**src/rtl/vga_gray_source.sv**
```systemverilog
// rtl/vga_gray_source.sv - 640x480 VGA timing with frame-buffer fetch and RGB444-to-gray conversion
// Two-stage pipeline: stage 1 issues the buffer read, stage 2 converts and registers all outputs.
module vga_gray_source #(
  parameter int         H_ACTIVE    = 640,
  parameter int         H_FP        = 16,
  parameter int         H_SYNC      = 96,
  parameter int         H_BP        = 48,
  parameter int         V_ACTIVE    = 480,
  parameter int         V_FP        = 10,
  parameter int         V_SYNC      = 2,
  parameter int         V_BP        = 33,
  parameter logic       SYNC_POL    = 1'b0,
  parameter int         FB_W        = 320,
  parameter int         FB_H        = 240,
  parameter int         SCALE_SHIFT = 1,
  parameter logic [7:0] BG_GRAY     = 8'h00,
  parameter int         AW          = 17
) (
  input  logic          vga_clk,
  input  logic          rst,
  output logic          fb_rd_en,
  output logic [AW-1:0] fb_rd_addr,
  input  logic [11:0]   fb_rd_data,
  output logic          hsync,
  output logic          vsync,
  output logic          de,
  output logic [9:0]    pos_x,
  output logic [9:0]    pos_y,
  output logic [7:0]    gray,
  output logic          frame_start
);

  localparam int H_TOTAL  = H_ACTIVE + H_FP + H_SYNC + H_BP;
  localparam int V_TOTAL  = V_ACTIVE + V_FP + V_SYNC + V_BP;
  localparam int HS_START = H_ACTIVE + H_FP;
  localparam int HS_END   = HS_START + H_SYNC;
  localparam int VS_START = V_ACTIVE + V_FP;
  localparam int VS_END   = VS_START + V_SYNC;

  logic [9:0] hcnt, vcnt;

  always_ff @(posedge vga_clk) begin
    if (rst) begin
      hcnt <= 10'd0;
      vcnt <= 10'd0;
    end else if (hcnt == 10'(H_TOTAL - 1)) begin
      hcnt <= 10'd0;
      vcnt <= (vcnt == 10'(V_TOTAL - 1)) ? 10'd0 : vcnt + 10'd1;
    end else begin
      hcnt <= hcnt + 10'd1;
    end
  end

  logic          active0, inwin0, hs0, vs0, fs0;
  logic [9:0]    fx0, fy0;
  logic [AW-1:0] addr0;

  always_comb begin
    active0 = (int'(hcnt) < H_ACTIVE) && (int'(vcnt) < V_ACTIVE);
    fx0     = hcnt >> SCALE_SHIFT;
    fy0     = vcnt >> SCALE_SHIFT;
    inwin0  = active0 && (int'(fx0) < FB_W) && (int'(fy0) < FB_H);
    addr0   = AW'(fy0) * AW'(FB_W) + AW'(fx0);
    hs0     = (int'(hcnt) >= HS_START && int'(hcnt) < HS_END) ? SYNC_POL : ~SYNC_POL;
    vs0     = (int'(vcnt) >= VS_START && int'(vcnt) < VS_END) ? SYNC_POL : ~SYNC_POL;
    fs0     = (hcnt == 10'd0) && (vcnt == 10'd0);
  end

  logic       s1_active, s1_hs, s1_vs, s1_fs;
  logic [9:0] s1_x, s1_y;

  // fb_rd_en doubles as the stage-1 in-window flag for the pixel in flight
  always_ff @(posedge vga_clk) begin
    if (rst) begin
      fb_rd_en   <= 1'b0;
      fb_rd_addr <= '0;
      s1_active  <= 1'b0;
      s1_hs      <= ~SYNC_POL;
      s1_vs      <= ~SYNC_POL;
      s1_fs      <= 1'b0;
      s1_x       <= 10'd0;
      s1_y       <= 10'd0;
    end else begin
      fb_rd_en  <= inwin0;
      if (inwin0) fb_rd_addr <= addr0;
      s1_active <= active0;
      s1_hs     <= hs0;
      s1_vs     <= vs0;
      s1_fs     <= fs0;
      s1_x      <= hcnt;
      s1_y      <= vcnt;
    end
  end

  logic [7:0]  r8, g8, b8;
  logic [15:0] luma;

  // Nibble replication is the exact x17 expansion; weights sum to 256 so 16 bits never overflow
  always_comb begin
    r8   = {fb_rd_data[11:8], fb_rd_data[11:8]};
    g8   = {fb_rd_data[7:4],  fb_rd_data[7:4]};
    b8   = {fb_rd_data[3:0],  fb_rd_data[3:0]};
    luma = 16'd77 * {8'd0, r8} + 16'd150 * {8'd0, g8} + 16'd29 * {8'd0, b8};
  end

  always_ff @(posedge vga_clk) begin
    if (rst) begin
      hsync       <= ~SYNC_POL;
      vsync       <= ~SYNC_POL;
      de          <= 1'b0;
      frame_start <= 1'b0;
      pos_x       <= 10'd0;
      pos_y       <= 10'd0;
      gray        <= 8'd0;
    end else begin
      hsync       <= s1_hs;
      vsync       <= s1_vs;
      de          <= s1_active;
      frame_start <= s1_fs;
      // Blanking keeps the last active pixel so downstream line buffers stay intact
      if (s1_active) begin
        pos_x <= s1_x;
        pos_y <= s1_y;
        gray  <= fb_rd_en ? 8'(luma >> 8) : BG_GRAY;
      end
    end
  end

endmodule

```
**config.mk**
```make
export PLATFORM = sky130hd
export DESIGN_NAME = vga_gray_source
export DESIGN_NICKNAME = d
export VERILOG_FILES = /design/src/rtl/vga_gray_source.sv
export SDC_FILE = /design/constraint.sdc
export NUM_CORES = 1
export LEC_CHECK = 0
export ABC_AREA = 0
export CORE_MARGIN = 2
export CORE_UTILIZATION = 40
export DETAILED_ROUTE_END_ITERATION = 8
export PLACE_DENSITY_LB_ADDON = 0.3
export SKIP_LAST_GASP = 1
export SYNTH_ARGS = -nofsm -noshare
export SYNTH_HDL_FRONTEND = slang
export SYNTH_SLANG_ARGS = --single-unit
```
**constraint.sdc**
```tcl
create_clock -name vga_clk -period 8.8 [get_ports vga_clk]
set_input_delay 1.76 -clock vga_clk [delete_from_list [all_inputs] [get_ports vga_clk]]
set_output_delay 1.76 -clock vga_clk [all_outputs]
set_load 0.02 [all_outputs]
```
[Yosys cells after proc, flatten, opt, wreduce, memory -nomap -nowiden]
Index checks and enable logic that the tools add are counted.
Storage, ports and cells
  register bits: 94
  input bits: 14
  output and inout bits: 50
  logic and storage cells: 49
Cells by class
  add/sub/neg operators: 5
  $mul: 4
  magnitude comparators: 8
  equality and inequality tests: 2
  mux-type cells: 4
  reduce and logical (&&, ||, !) cells: 9
Operators with widths (number)
  multiplier 7 x 8 -> 15 bit, first input constant: 2
  adder 10 x 1 -> 10 bit, second input constant: 2
  == test 10 bit, second input constant: 2
  logical NOT 10 bit: 2
  less-than comparator 10 bit, second input constant: 2
  less-than comparator 10 x 9 -> 1 bit, second input constant: 2
  adder 17 x 9 -> 17 bit: 1
  adder 15 x 16 -> 16 bit: 1
  adder 16 x 13 -> 16 bit: 1
  multiplier 5 x 8 -> 13 bit, first input constant: 1
  multiplier 9 x 3 -> 11 bit, second input constant: 1
  >= comparator 10 bit, second input constant: 1
  >= comparator 10 x 9 -> 1 bit, second input constant: 1
  2-to-1 mux 10 bit: 1
  less-than comparator 9 x 8 -> 1 bit, second input constant: 1
  less-than comparator 9 bit, second input constant: 1
  2-to-1 mux 8 bit: 1
  logical AND 1 bit: 6
  2-to-1 mux 1 bit: 2
  OR reduction 2 bit: 1

[Logic depth before layout (Yosys ltp)]
  depth after elaboration: 4
  mapped depth: 23
  mapped depth without buffers: 23

[Worst setup path after synthesis]
No wires, ideal clock.
  kind: input port to flip-flop
  from: in fb_rd_data[4]
  to: reg gray[6]
  setup time: 62 ps
  arrival: 7396 ps
  data required time: 8738 ps
  path slack: 1343 ps
  cell stages on the path: 21
  buffers on the path: 0
  cells stage by stage: ha_1 > ha_1 > inv_1 > fa_1 > fa_1 > inv_1 > ha_1 > xnor2_1 > fa_1 > fa_1 > inv_1 > fa_1 > fa_1 > inv_1 > ha_1 > a21o_1 > a21oi_1 > o32a_1 > o21ai_1 > or4_1 > nand3_1
Between the ends
  longest elaborated chain between the ends: 4
Ends and longest elaborated chain
  from (decl): line 23  | input logic [11:0] fb_rd_data,
  multiplier 7 x 8 -> 15 bit: line 103  | luma = 16'd77 * {8'd0, r8} + 16'd150 * {8'd0, g8} + 16'd29 * {8'd0, b8};
  adder 15 x 16 -> 16 bit: line 103
  adder 16 x 13 -> 16 bit: line 103
  2-to-1 mux 8 bit: line 124  | gray <= fb_rd_en ? 8'(luma >> 8) : BG_GRAY;
  to (signal assigned): line 124
  to (decl): line 29  | output logic [7:0] gray,
Every way passes these cells.
A chain may end at the register's enable or synchronous reset.

[Final worst setup path]
  from: in fb_rd_data[6]
  to: reg gray[6]
The elaborated chain is that of the path after synthesis.

==> impl_metrics.ini <==
[floorplanning]
initial_util_pct = 40.4
die_x_um = 136
std_cell_rows = 48
die-height_um = 136
io_pins = 64
die-area_um2 = 18400
core_area_um2 = 17100

[placement]
dpl.hpwl_um = 10800
dpl-instance-area_um2 = 7770
place.gp.congestion = 0.850
io_buffers = 63

[setup_path]
start_kind = input pin
cp.arrival_ns = 8.29
worst_setup_path_end_kind = flop
cp_data_required_time_ns = 9.08
criticalPathCategory = in -> reg
timing.critical_path.fanout_max = 6

[power_and_ir_drop]
p_seq_share_pct = 18.6
cell_internal_power_dissipation_mw = 1.36
p_sw_mw = 1.08
peak_supply_drop_uv = 207
finalPower_mw = 2.44
pwr_density_cell_nw_per_um2 = 302
power.leakage_nw = 3.76
p_sw_share_pct = 44.2
share_clk_of_total_power_pct = 15.8
power.share.combinational_pct = 65.6

[timing]
max_slew_violation_total_from_the_final_report = 0
setup_viol_count_final = 0
final_hold_viol_count = 0
final_min_period_over_clock_period_pct = 91.1
rsz_0062_raised_after_global_routing = no
tightest_slew_ns = 0.941
timing.fmax_mhz = 125
worst_slew_margin_rel_pct = 37.2
finalHoldWorstSlack_ns = 0.419
fin_worst_skew_ns = 0.00572
timing.final.crit_period_ns = 8.01
timing.setup.tns_ns = 0

[cells_and_area]
layout.cell_area.non_filler_um2 = 8070
final_net_count = 935
most-common-layout-cells = sky130_fd_sc_hd__inv_1 (99), sky130_fd_sc_hd__ha_1 (98), sky130_fd_sc_hd__dfxtp_1 (92), sky130_fd_sc_hd__nor2_1 (81), sky130_fd_sc_hd__clkdlybuf4s50_1 (62)
share_of_cells_above_drive_strength_1_pct = 4.65
num-fill-cells = 1645
fin_util_pct = 47.1
antenna-diode-count = 0
areaGrowthSynthToFinish_pct = 16.6
layout.cells.most_common = sky130_fd_sc_hd__inv_1

[yosys]
syn_area_um2 = 6920
synth_flop_cell = sky130_fd_sc_hd__dfxtp_1
synth_fp_nets = 878
synth_sequential_area_ratio_pct = 26.9
synth_enable_flop_cells = 0
synth-warning-count = 0
synth-async-reset-ratio_pct = 0
synth.avg_cell_area_um2 = 9.72
synthDistinctLibCells = 62
netlist_instances = 712
yosys_register_bits = 93

[clocking]
clock_insertion_delay_worst_skew_ns = 0.34
cts_tree = yes
h-tree-depth = 3
cts-hold-fix-buffers = 0
post_cts_resized = 0
numCtsBuffers = 9
cts.clk_slew.worst_paths_ns = 0.06
cts_max_path_buffers = 2
cts-root-buf = sky130_fd_sc_hd__clkbuf_16
postCtsSetupBuffers = 0
tritoncts_sinks = 93

[global_route]
antenna_found_initial = 0
grt_pass1_wl_um = 23700
grt_start_max_net_pins = 78
globalRouteOverflowTotal = 0
grt_use_total_pct = 16.1
via_count_of_the_first_global_routing_pass = 5036

[route]
wl_per_cell_um = 13.8
initialDrtViolationCount = 186
remaining_drc_errors = 0
final_wirelength_um = 13800
route.vias.total = 4878
ant_nets = 0
tritonroute_pass_1_iters = 4
routed_via_density = 4.88

[worst_hold_path]
worst_hold_path_type = reg -> reg

[status]
status = complete, no violations

[job]
timing.max_cap.violations = 0
==> sequential cells by signal, summed over array words and instances (netlist names) <==
name,flops
frame_start,1
pos_y,10
s1_hs,1
hsync,1
hcnt,10
de,1
s1_x,10
gray,8
s1_vs,1
s1_y,10
vsync,1
pos_x,10
fb_rd_en,1
vcnt,10
s1_fs,1
fb_rd_addr,17
==> final timing paths <==
kind	startpoint	to	slack, ns	cells past startpoint
max reg2reg	vcnt[4]	fb_rd_addr[15]	5.83	9
min	s1_hs	hsync	0.42	1
max	fb_rd_data[6]	gray[6]	0.79	22
min reg2reg	s1_hs	hsync	0.42	1
==> power groups by stage <==
stage               registers [mW]  logic, mW  clock network [mW]
detailed placement           0.463       1.61                   0
floorplan                    0.472       1.24                   0
finish                       0.454       1.60               0.384
CTS                          0.454       1.62               0.397
global route                 0.456       1.84               0.415
global placement             0.463       1.59                   0
==> synthesized netlist by cell type, drive strengths merged, types with 4 or more instances <==
cell type	number	share of area, %
a21oi	14	1.0
and3	6	0.54
o21a	9	0.98
o21ai	13	0.94
nor2	84	4.7
inv	99	5.4
clkbuf	10	0.54
buf	10	0.61
nor4b	4	0.51
nor3	8	0.58
a21o	9	0.98
mux2i	34	4.9
a211oi	10	1.2
ha	98	18
nand2	18	0.98
nand4	9	0.81
nor2b	19	1.7
xor2	22	2.8
and4	4	0.52
nand3	12	0.94
dfxtp	93	27
or2	6	0.54
fa	54	16
xnor2	18	2.3
==> critical path, stage by stage <==
cell,delay [ns]
sky130_fd_sc_hd__clkdlybuf4s50_1,0.60
sky130_fd_sc_hd__ha_1,0.31
sky130_fd_sc_hd__ha_1,0.28
sky130_fd_sc_hd__inv_1,0.05
sky130_fd_sc_hd__fa_1,0.48
sky130_fd_sc_hd__fa_1,0.52
sky130_fd_sc_hd__inv_1,0.04
sky130_fd_sc_hd__ha_1,0.34
sky130_fd_sc_hd__xnor2_1,0.21
sky130_fd_sc_hd__fa_1,0.46
sky130_fd_sc_hd__fa_1,0.52
sky130_fd_sc_hd__inv_1,0.05
sky130_fd_sc_hd__fa_1,0.46
sky130_fd_sc_hd__fa_1,0.54
sky130_fd_sc_hd__inv_1,0.04
sky130_fd_sc_hd__ha_1,0.35
sky130_fd_sc_hd__a21o_1,0.18
sky130_fd_sc_hd__a21oi_1,0.17
sky130_fd_sc_hd__o32a_1,0.25
sky130_fd_sc_hd__o21ai_1,0.15
sky130_fd_sc_hd__or4_1,0.43
sky130_fd_sc_hd__nand3_1,0.09
==> area by class of cell <==
type | count | area, um^2 | share of cell area, %
Timing Repair Buffer | 66 | 648 | 8.03
Clock inverter | 7 | 75.1 | 0.930
Multi-Input combinational cell | 500 | 4600 | 57.1
Clock buffer | 9 | 225 | 2.79
Sequential cell | 93 | 1860 | 23.1
Tap cell | 225 | 282 | 3.49
Inverter | 99 | 372 | 4.61
==> layer usage <==
metal  routed length (um)  track usage (%)  part of all wire [%]  vias up
met5                    0                0                     0        -
met1                 6330             20.6                    46     2289
met2                 6870             28.6                    50       74
met3                  401             2.32                   2.9       19
met4                  195             4.17                   1.4        0
li1                     -                -                     -     2496
==> per-stage QoR <==
step / worst slack [ns] / std cells
floorplan: 1.34 / 712
global placement: 0.508 / 983
detailed placement: 0.452 / 983
CTS: 0.772 / 999
global route: 0.454 / 999
finish: 0.788 / 999
==> logic make-up after synthesis <==
group | Yosys count | synth area share [%]
compound gates | 83 | 8.97
buf+inv | 119 | 6.53
flops | 93 | 26.9
xor+xnor | 40 | 5.06
simple gates | 191 | 14.3
fa+ha+maj | 152 | 33.4
mux | 34 | 4.92
(Power assumes the default switching activity.)
==> patch 1: new RTL, config.mk and constraints unchanged <==
Set the parameter `SYNC_POL` to 1'b1 (it was 1'b0).
--- a/src/rtl/vga_gray_source.sv
+++ b/src/rtl/vga_gray_source.sv
@@ -10,5 +10,5 @@
   parameter int         V_SYNC      = 2,
   parameter int         V_BP        = 33,
-  parameter logic       SYNC_POL    = 1'b0,
+  parameter logic       SYNC_POL    = 1'b1,
   parameter int         FB_W        = 320,
   parameter int         FB_H        = 240,
Behaviour: not the same (Yosys sat finds a counterexample within 4 cycles, from zero or initial values and one cycle with rst high).
==> patch 1 against the unedited design <==
  * Synthesized area about the same
  * Sequential cell count unchanged
  * Global-route usage up 0.29 points
  * Combinational power up 11%
  * Clock skew about the same
  * Power up 6.9%
  * Setup slack better by 0.031 ns
  * Via count about the same
  * Wire length up 0.51%
  * Design area down 0.33%
  * Critical endpoint is now gray[7]
==> patch 1: results (changes against the unedited design) <==
<table>
<tr><th>Metric</th><th>Value</th></tr>
<tr><th colspan="2">Global routing</th></tr>
<tr><td>Total routing usage reported by global routing</td><td>16.4% (+0.29 points)</td></tr>
<tr><td>Number of global-route vias before repair</td><td>4,939 (-1.9%)</td></tr>
<tr><td>Maximum number of pins on one net before global-route repair</td><td>81 (+3.8%)</td></tr>
<tr><td>First-pass GRT wire length</td><td>24.0 mm (+1.1%)</td></tr>
<tr><th colspan="2">Power and ir drop</th></tr>
<tr><td>Maximum ir drop on the vdd rail</td><td>0.000287 V (+38%)</td></tr>
<tr><td>Static power due to leakage</td><td>3.64 nW (-3.3%)</td></tr>
<tr><th colspan="2">STA</th></tr>
<tr><td>Rel. slew slack</td><td>36.6% (-0.66 points)</td></tr>
<tr><th colspan="2">Yosys</th></tr>
<tr><td>Compound-Gate Fraction of Synth Area</td><td>10.1% (+1.1 points)</td></tr>
<tr><td>Most area-consuming cells after synthesis</td><td>sky130_fd_sc_hd__dfxtp_1 27%, sky130_fd_sc_hd__ha_1 18%, sky130_fd_sc_hd__fa_1 16%</td></tr>
<tr><td>Unique masters post-synth</td><td>68 (+9.7%)</td></tr>
<tr><td>Sequential fraction of the synthesis area</td><td>26.9% (about the same)</td></tr>
<tr><td>Post-Synthesis Net Count</td><td>884 (+0.68%)</td></tr>
<tr><td>Share of synthesized area spent on multiplexers</td><td>3.47% (-1.4 points)</td></tr>
<tr><td>Adder and majority cell fraction of the synthesized area</td><td>33.3% (about the same)</td></tr>
<tr><th colspan="2">Placed design</th></tr>
<tr><td>Placer's final routability congestion estimate</td><td>0.810 (-4.7%)</td></tr>
<tr><td>Worst slack at placement</td><td>0.442 ns (-0.00986 ns)</td></tr>
<tr><th colspan="2">Worst hold path</th></tr>
<tr><td>Hold Path Stages</td><td>2 (+1)</td></tr>
<tr><td>Origin of the worst min-delay path</td><td>fb_rd_addr[10]</td></tr>
<tr><th colspan="2">Worst setup path</th></tr>
<tr><td>Worst reg-to-reg path cell count</td><td>9 (unchanged)</td></tr>
<tr><td>Setup slack on the worst flop-to-flop path</td><td>5.92 ns (+0.09 ns)</td></tr>
<tr><td>Arrival time of data at the critical path endpoint</td><td>8.25 ns (-0.04 ns)</td></tr>
<tr><td>Critical R2R Launch</td><td>vcnt[3]</td></tr>
<tr><th colspan="2">Drt</th></tr>
<tr><td>Drt wl/cell</td><td>13.9 µm (+0.31%)</td></tr>
<tr><td>DR vias/cell</td><td>4.87 (-0.26%)</td></tr>
<tr><td>Detailed Route Iter0 Violations</td><td>223 (+20%)</td></tr>
<tr><th colspan="2">CTS</th></tr>
<tr><td>Htree depth</td><td>3 (unchanged)</td></tr>
<tr><th colspan="2">Cells and area</th></tr>
<tr><td>Final nets</td><td>937 (+0.21%)</td></tr>
<tr><td>Fraction of final layout cells with drive strength greater than 1</td><td>5.28% (+0.63 points)</td></tr>
<tr><th colspan="2">Status</th></tr>
<tr><td>Status</td><td>complete, no violations</td></tr>
</table>
## patch 1: stage by stage
step,hold WS [ns],cell area (µm²),instances
floorplan,0.414,6920,718
global placement,0.440,7750,985
detailed placement,0.441,7750,985
CTS,0.457,8040,1001
global route,0.470,8040,1001
finish,0.453,8040,1001
## patch 1: cells by family after synthesis
family,Yosys count
fa+ha+maj,152
buf+inv,125
xor+xnor,42
mux,24
simple gates,189
flops,93
compound gates,93
## patch 1: final cells by class
class	instances	area (µm²)
Sequential cell	93	1860
Tap cell	225	282
Multi-Input combinational cell	500	4580
Inverter	102	383
Clock inverter	7	68.8
Fill cell	1691	9070
Clock buffer	9	225
Timing Repair Buffer	65	641
## patch 1: worst max-delay path: cells and delay by family
family	cells	cell delay, ns
AOI/OAI and AO/OA	5	0.96
xor gates and xnor gates	2	0.45
adders and majority gates	10	4.28
buffers and inverters	5	0.79
## patch 1: power by group
part | switching, mW | internal, mW | leakage [nW] | total (mW)
registers | 0.0140 | 0.441 | 0.753 | 0.455
clock network | 0.179 | 0.198 | 0.137 | 0.377
logic | 0.969 | 0.802 | 2.75 | 1.77
total | 1.16 | 1.44 | 3.64 | 2.60
## patch 1: worst max-delay path by stage
stage                    to  slack [ns]
floorplan           gray[7]        1.33
global placement    gray[7]        0.51
detailed placement  gray[7]        0.44
CTS                 gray[7]        0.80
global route        gray[6]        0.49
finish              gray[7]        0.82
## patch 1: per-layer routing
metal	vias to the layer above	wire length, µm	track usage, %
met5	-	0	0
met4	0	165	4.22
met3	10	251	1.83
met2	48	7350	29.9
met1	2327	6110	20.5
li1	2490	-	-
==> patch 2: new RTL, config.mk and constraints unchanged <==
Made on the original files. Register the output `pos_y` once more, without a reset; this adds one clock of latency there. The other outputs are not delayed to match.
--- a/src/rtl/vga_gray_source.sv
+++ b/src/rtl/vga_gray_source.sv
@@ -37,4 +37,6 @@
   localparam int VS_START = V_ACTIVE + V_FP;
   localparam int VS_END   = VS_START + V_SYNC;
+
+  logic [9:0] pos_y_s0;
 
   logic [9:0] hcnt, vcnt;
@@ -111,5 +113,5 @@
       frame_start <= 1'b0;
       pos_x       <= 10'd0;
-      pos_y       <= 10'd0;
+      pos_y_s0    <= 10'd0;
       gray        <= 8'd0;
     end else begin
@@ -121,5 +123,5 @@
       if (s1_active) begin
         pos_x <= s1_x;
-        pos_y <= s1_y;
+        pos_y_s0 <= s1_y;
         gray  <= fb_rd_en ? 8'(luma >> 8) : BG_GRAY;
       end
@@ -127,4 +129,8 @@
   end
 
+  always_ff @(posedge vga_clk) begin
+    pos_y <= pos_y_s0;
+  end
+
 endmodule
 
Check against the original RTL: same outputs for any inputs over 10 cycles, from zero or initial values and one cycle with rst high; that may be too few to reach the edited logic, so the function may still have changed.
==> patch 2 against the unedited design <==
  * Die area is 2.0% higher
  * Setup slack worse by 0.020 ns
  * Wire length is 0.59% higher
  * Core utilization is 0.35 points higher
  * Synthesized area is 2.1% higher
  * Design area is 1.8% higher
  * Final cell count is 2.2% higher
  * Sequential power is 9.7% higher
  * Power is 10% higher
  * Sequential cell count is 10 higher
  * Fmax is 0.25% lower
  * Clock skew is 0.0048 ns higher
  * First-iteration DRC count is 33% lower
==> patch 2: results (changes against the unedited design) <==
<table>
<tr><th>Metric</th><th>Value</th></tr>
<tr><th colspan="2">Global routing</th></tr>
<tr><td>Maximum number of pins on one net before global-route repair</td><td>73 (-6.4%)</td></tr>
<tr><td>Number of global-route vias before repair</td><td>4,861 (-3.5%)</td></tr>
<tr><td>First-pass GRT wire length</td><td>23.6 mm (-0.58%)</td></tr>
<tr><td>Total routing usage reported by global routing</td><td>15.8% (-0.27 points)</td></tr>
<tr><td>Fraction of met1 tracks used by global routing</td><td>22.9% (+2.3 points)</td></tr>
<tr><td>Met3 GRT Util</td><td>2.15% (-0.17 points)</td></tr>
<tr><th colspan="2">STA</th></tr>
<tr><td>Clk_skew</td><td>0.0105 ns (+0.00480 ns)</td></tr>
<tr><td>Rel. slew slack</td><td>51.5% (+14 points)</td></tr>
<tr><th colspan="2">Placed design</th></tr>
<tr><td>Placer's final routability congestion estimate</td><td>0.855 (+0.64%)</td></tr>
<tr><td>Number of placed instances, taps included</td><td>1,005 (+2.2%)</td></tr>
<tr><td>Detailed placer's ending HPWL</td><td>10.7 mm (-0.60%)</td></tr>
<tr><th colspan="2">Yosys</th></tr>
<tr><td>Number of instances in the synthesized netlist</td><td>733 (+2.9%)</td></tr>
<tr><td>Post-Synthesis Net Count</td><td>899 (+2.4%)</td></tr>
<tr><td>Sequential fraction of the synthesis area</td><td>29.2% (+2.3 points)</td></tr>
<tr><td>Most area-consuming cells after synthesis</td><td>sky130_fd_sc_hd__dfxtp_1 29%, sky130_fd_sc_hd__ha_1 17%, sky130_fd_sc_hd__fa_1 15%</td></tr>
<tr><td>Top cell types by occurrence after synthesis</td><td>104 x sky130_fd_sc_hd__inv_1, 103 x sky130_fd_sc_hd__dfxtp_1, 98 x sky130_fd_sc_hd__ha_1, 71 x sky130_fd_sc_hd__nor2_1, 54 x sky130_fd_sc_hd__fa_1</td></tr>
<tr><td>Unique masters post-synth</td><td>59 (-4.8%)</td></tr>
<tr><th colspan="2">Status</th></tr>
<tr><td>Status</td><td>complete, no violations</td></tr>
<tr><th colspan="2">Power and ir drop</th></tr>
<tr><td>Maximum ir drop on the vdd rail</td><td>0.000265 V (+28%)</td></tr>
<tr><td>Design internal power</td><td>1.50 mW (+11%)</td></tr>
<tr><td>Static power due to leakage</td><td>3.80 nW (+0.88%)</td></tr>
<tr><th colspan="2">Drt</th></tr>
<tr><td>Total wire length</td><td>13.9 mm (+0.59%)</td></tr>
<tr><td>Met2 Routed Length</td><td>6.12 mm (-11%)</td></tr>
<tr><td>Uppermost metal layer occupied by signal nets</td><td>met4</td></tr>
<tr><td>Met3 WL post-DR</td><td>413 µm (+3.0%)</td></tr>
<tr><td>Sum of routed wire segments on met1</td><td>7.15 mm (+13%)</td></tr>
<tr><th colspan="2">Cells and area</th></tr>
<tr><td>Fraction of final layout cells with drive strength greater than 1</td><td>4.90% (+0.25 points)</td></tr>
<tr><td>Final nets</td><td>957 (+2.4%)</td></tr>
</table>
## patch 2: changes by cell type after synthesis, sizes merged, moves of 4 or more
cell,delta
nor2,-13
mux2i,-9
buf,-5
dfxtp,+10
clkbuf,+6
inv,+5
a21oi,+8
nand2,+23
nand3,+4
## patch 2: worst max-delay path, cell delays in order
cell and delay [ns]:
sky130_fd_sc_hd__clkdlybuf4s50_1 0.59, sky130_fd_sc_hd__ha_1 0.31, sky130_fd_sc_hd__ha_1 0.28, sky130_fd_sc_hd__inv_1 0.05
sky130_fd_sc_hd__fa_1 0.49, sky130_fd_sc_hd__fa_1 0.52, sky130_fd_sc_hd__inv_1 0.04, sky130_fd_sc_hd__ha_1 0.34
sky130_fd_sc_hd__xnor2_1 0.21, sky130_fd_sc_hd__fa_1 0.46, sky130_fd_sc_hd__fa_1 0.52, sky130_fd_sc_hd__inv_1 0.05
sky130_fd_sc_hd__fa_1 0.46, sky130_fd_sc_hd__fa_1 0.54, sky130_fd_sc_hd__inv_1 0.04, sky130_fd_sc_hd__ha_1 0.34
sky130_fd_sc_hd__a21oi_1 0.15, sky130_fd_sc_hd__nor2b_1 0.08, sky130_fd_sc_hd__or3_1 0.45, sky130_fd_sc_hd__a311oi_1 0.31
sky130_fd_sc_hd__o22ai_1 0.11, sky130_fd_sc_hd__and2_1 0.17
## patch 2: cells by family (layout without fill, tap and decap cells)
group | count (synthesis) | in the layout | share of synthesized area [%]
DFF | 103 | 103 | 29.2
adders and majority gates | 152 | 152 | 32.7
buffers and inverters | 125 | 188 | 6.77
AOI/OAI and AO/OA | 92 | 92 | 9.39
and+or+nand+nor | 196 | 196 | 13.4
muxes | 26 | 26 | 3.70
xor gates and xnor gates | 39 | 39 | 4.84
## patch 2: power groups by stage
stage          combinational (mW)  clock (mW)  sequential, mW
2_1_floorplan                1.48           0           0.519
3_3_place_gp                 1.78           0           0.510
3_5_place_dp                 1.81           0           0.509
4_1_cts                      1.83       0.399           0.499
5_1_grt                      2.08       0.416           0.500
6_report                     1.80       0.386           0.498
## patch 2: area by class of cell
class	instances	area, µm²	share of cell area [%]
Clock buffer	10	239	2.91
Clock inverter	6	51.3	0.625
Inverter	104	390	4.75
Multi-Input combinational cell	505	4530	55.1
Sequential cell	103	2060	25.1
Tap cell	225	282	3.43
Timing Repair Buffer	68	663	8.07
## patch 2: final timing paths
kind | start | to | slack [ns] | depth (start not counted)
max reg2reg | vcnt[3] | fb_rd_addr[16] | 5.57 | 9
min reg2reg | pos_y_s0[3] | pos_y[3] | 0.35 | 0
min | pos_y_s0[3] | pos_y[3] | 0.35 | 0
max | fb_rd_data[6] | gray[6] | 0.77 | 22
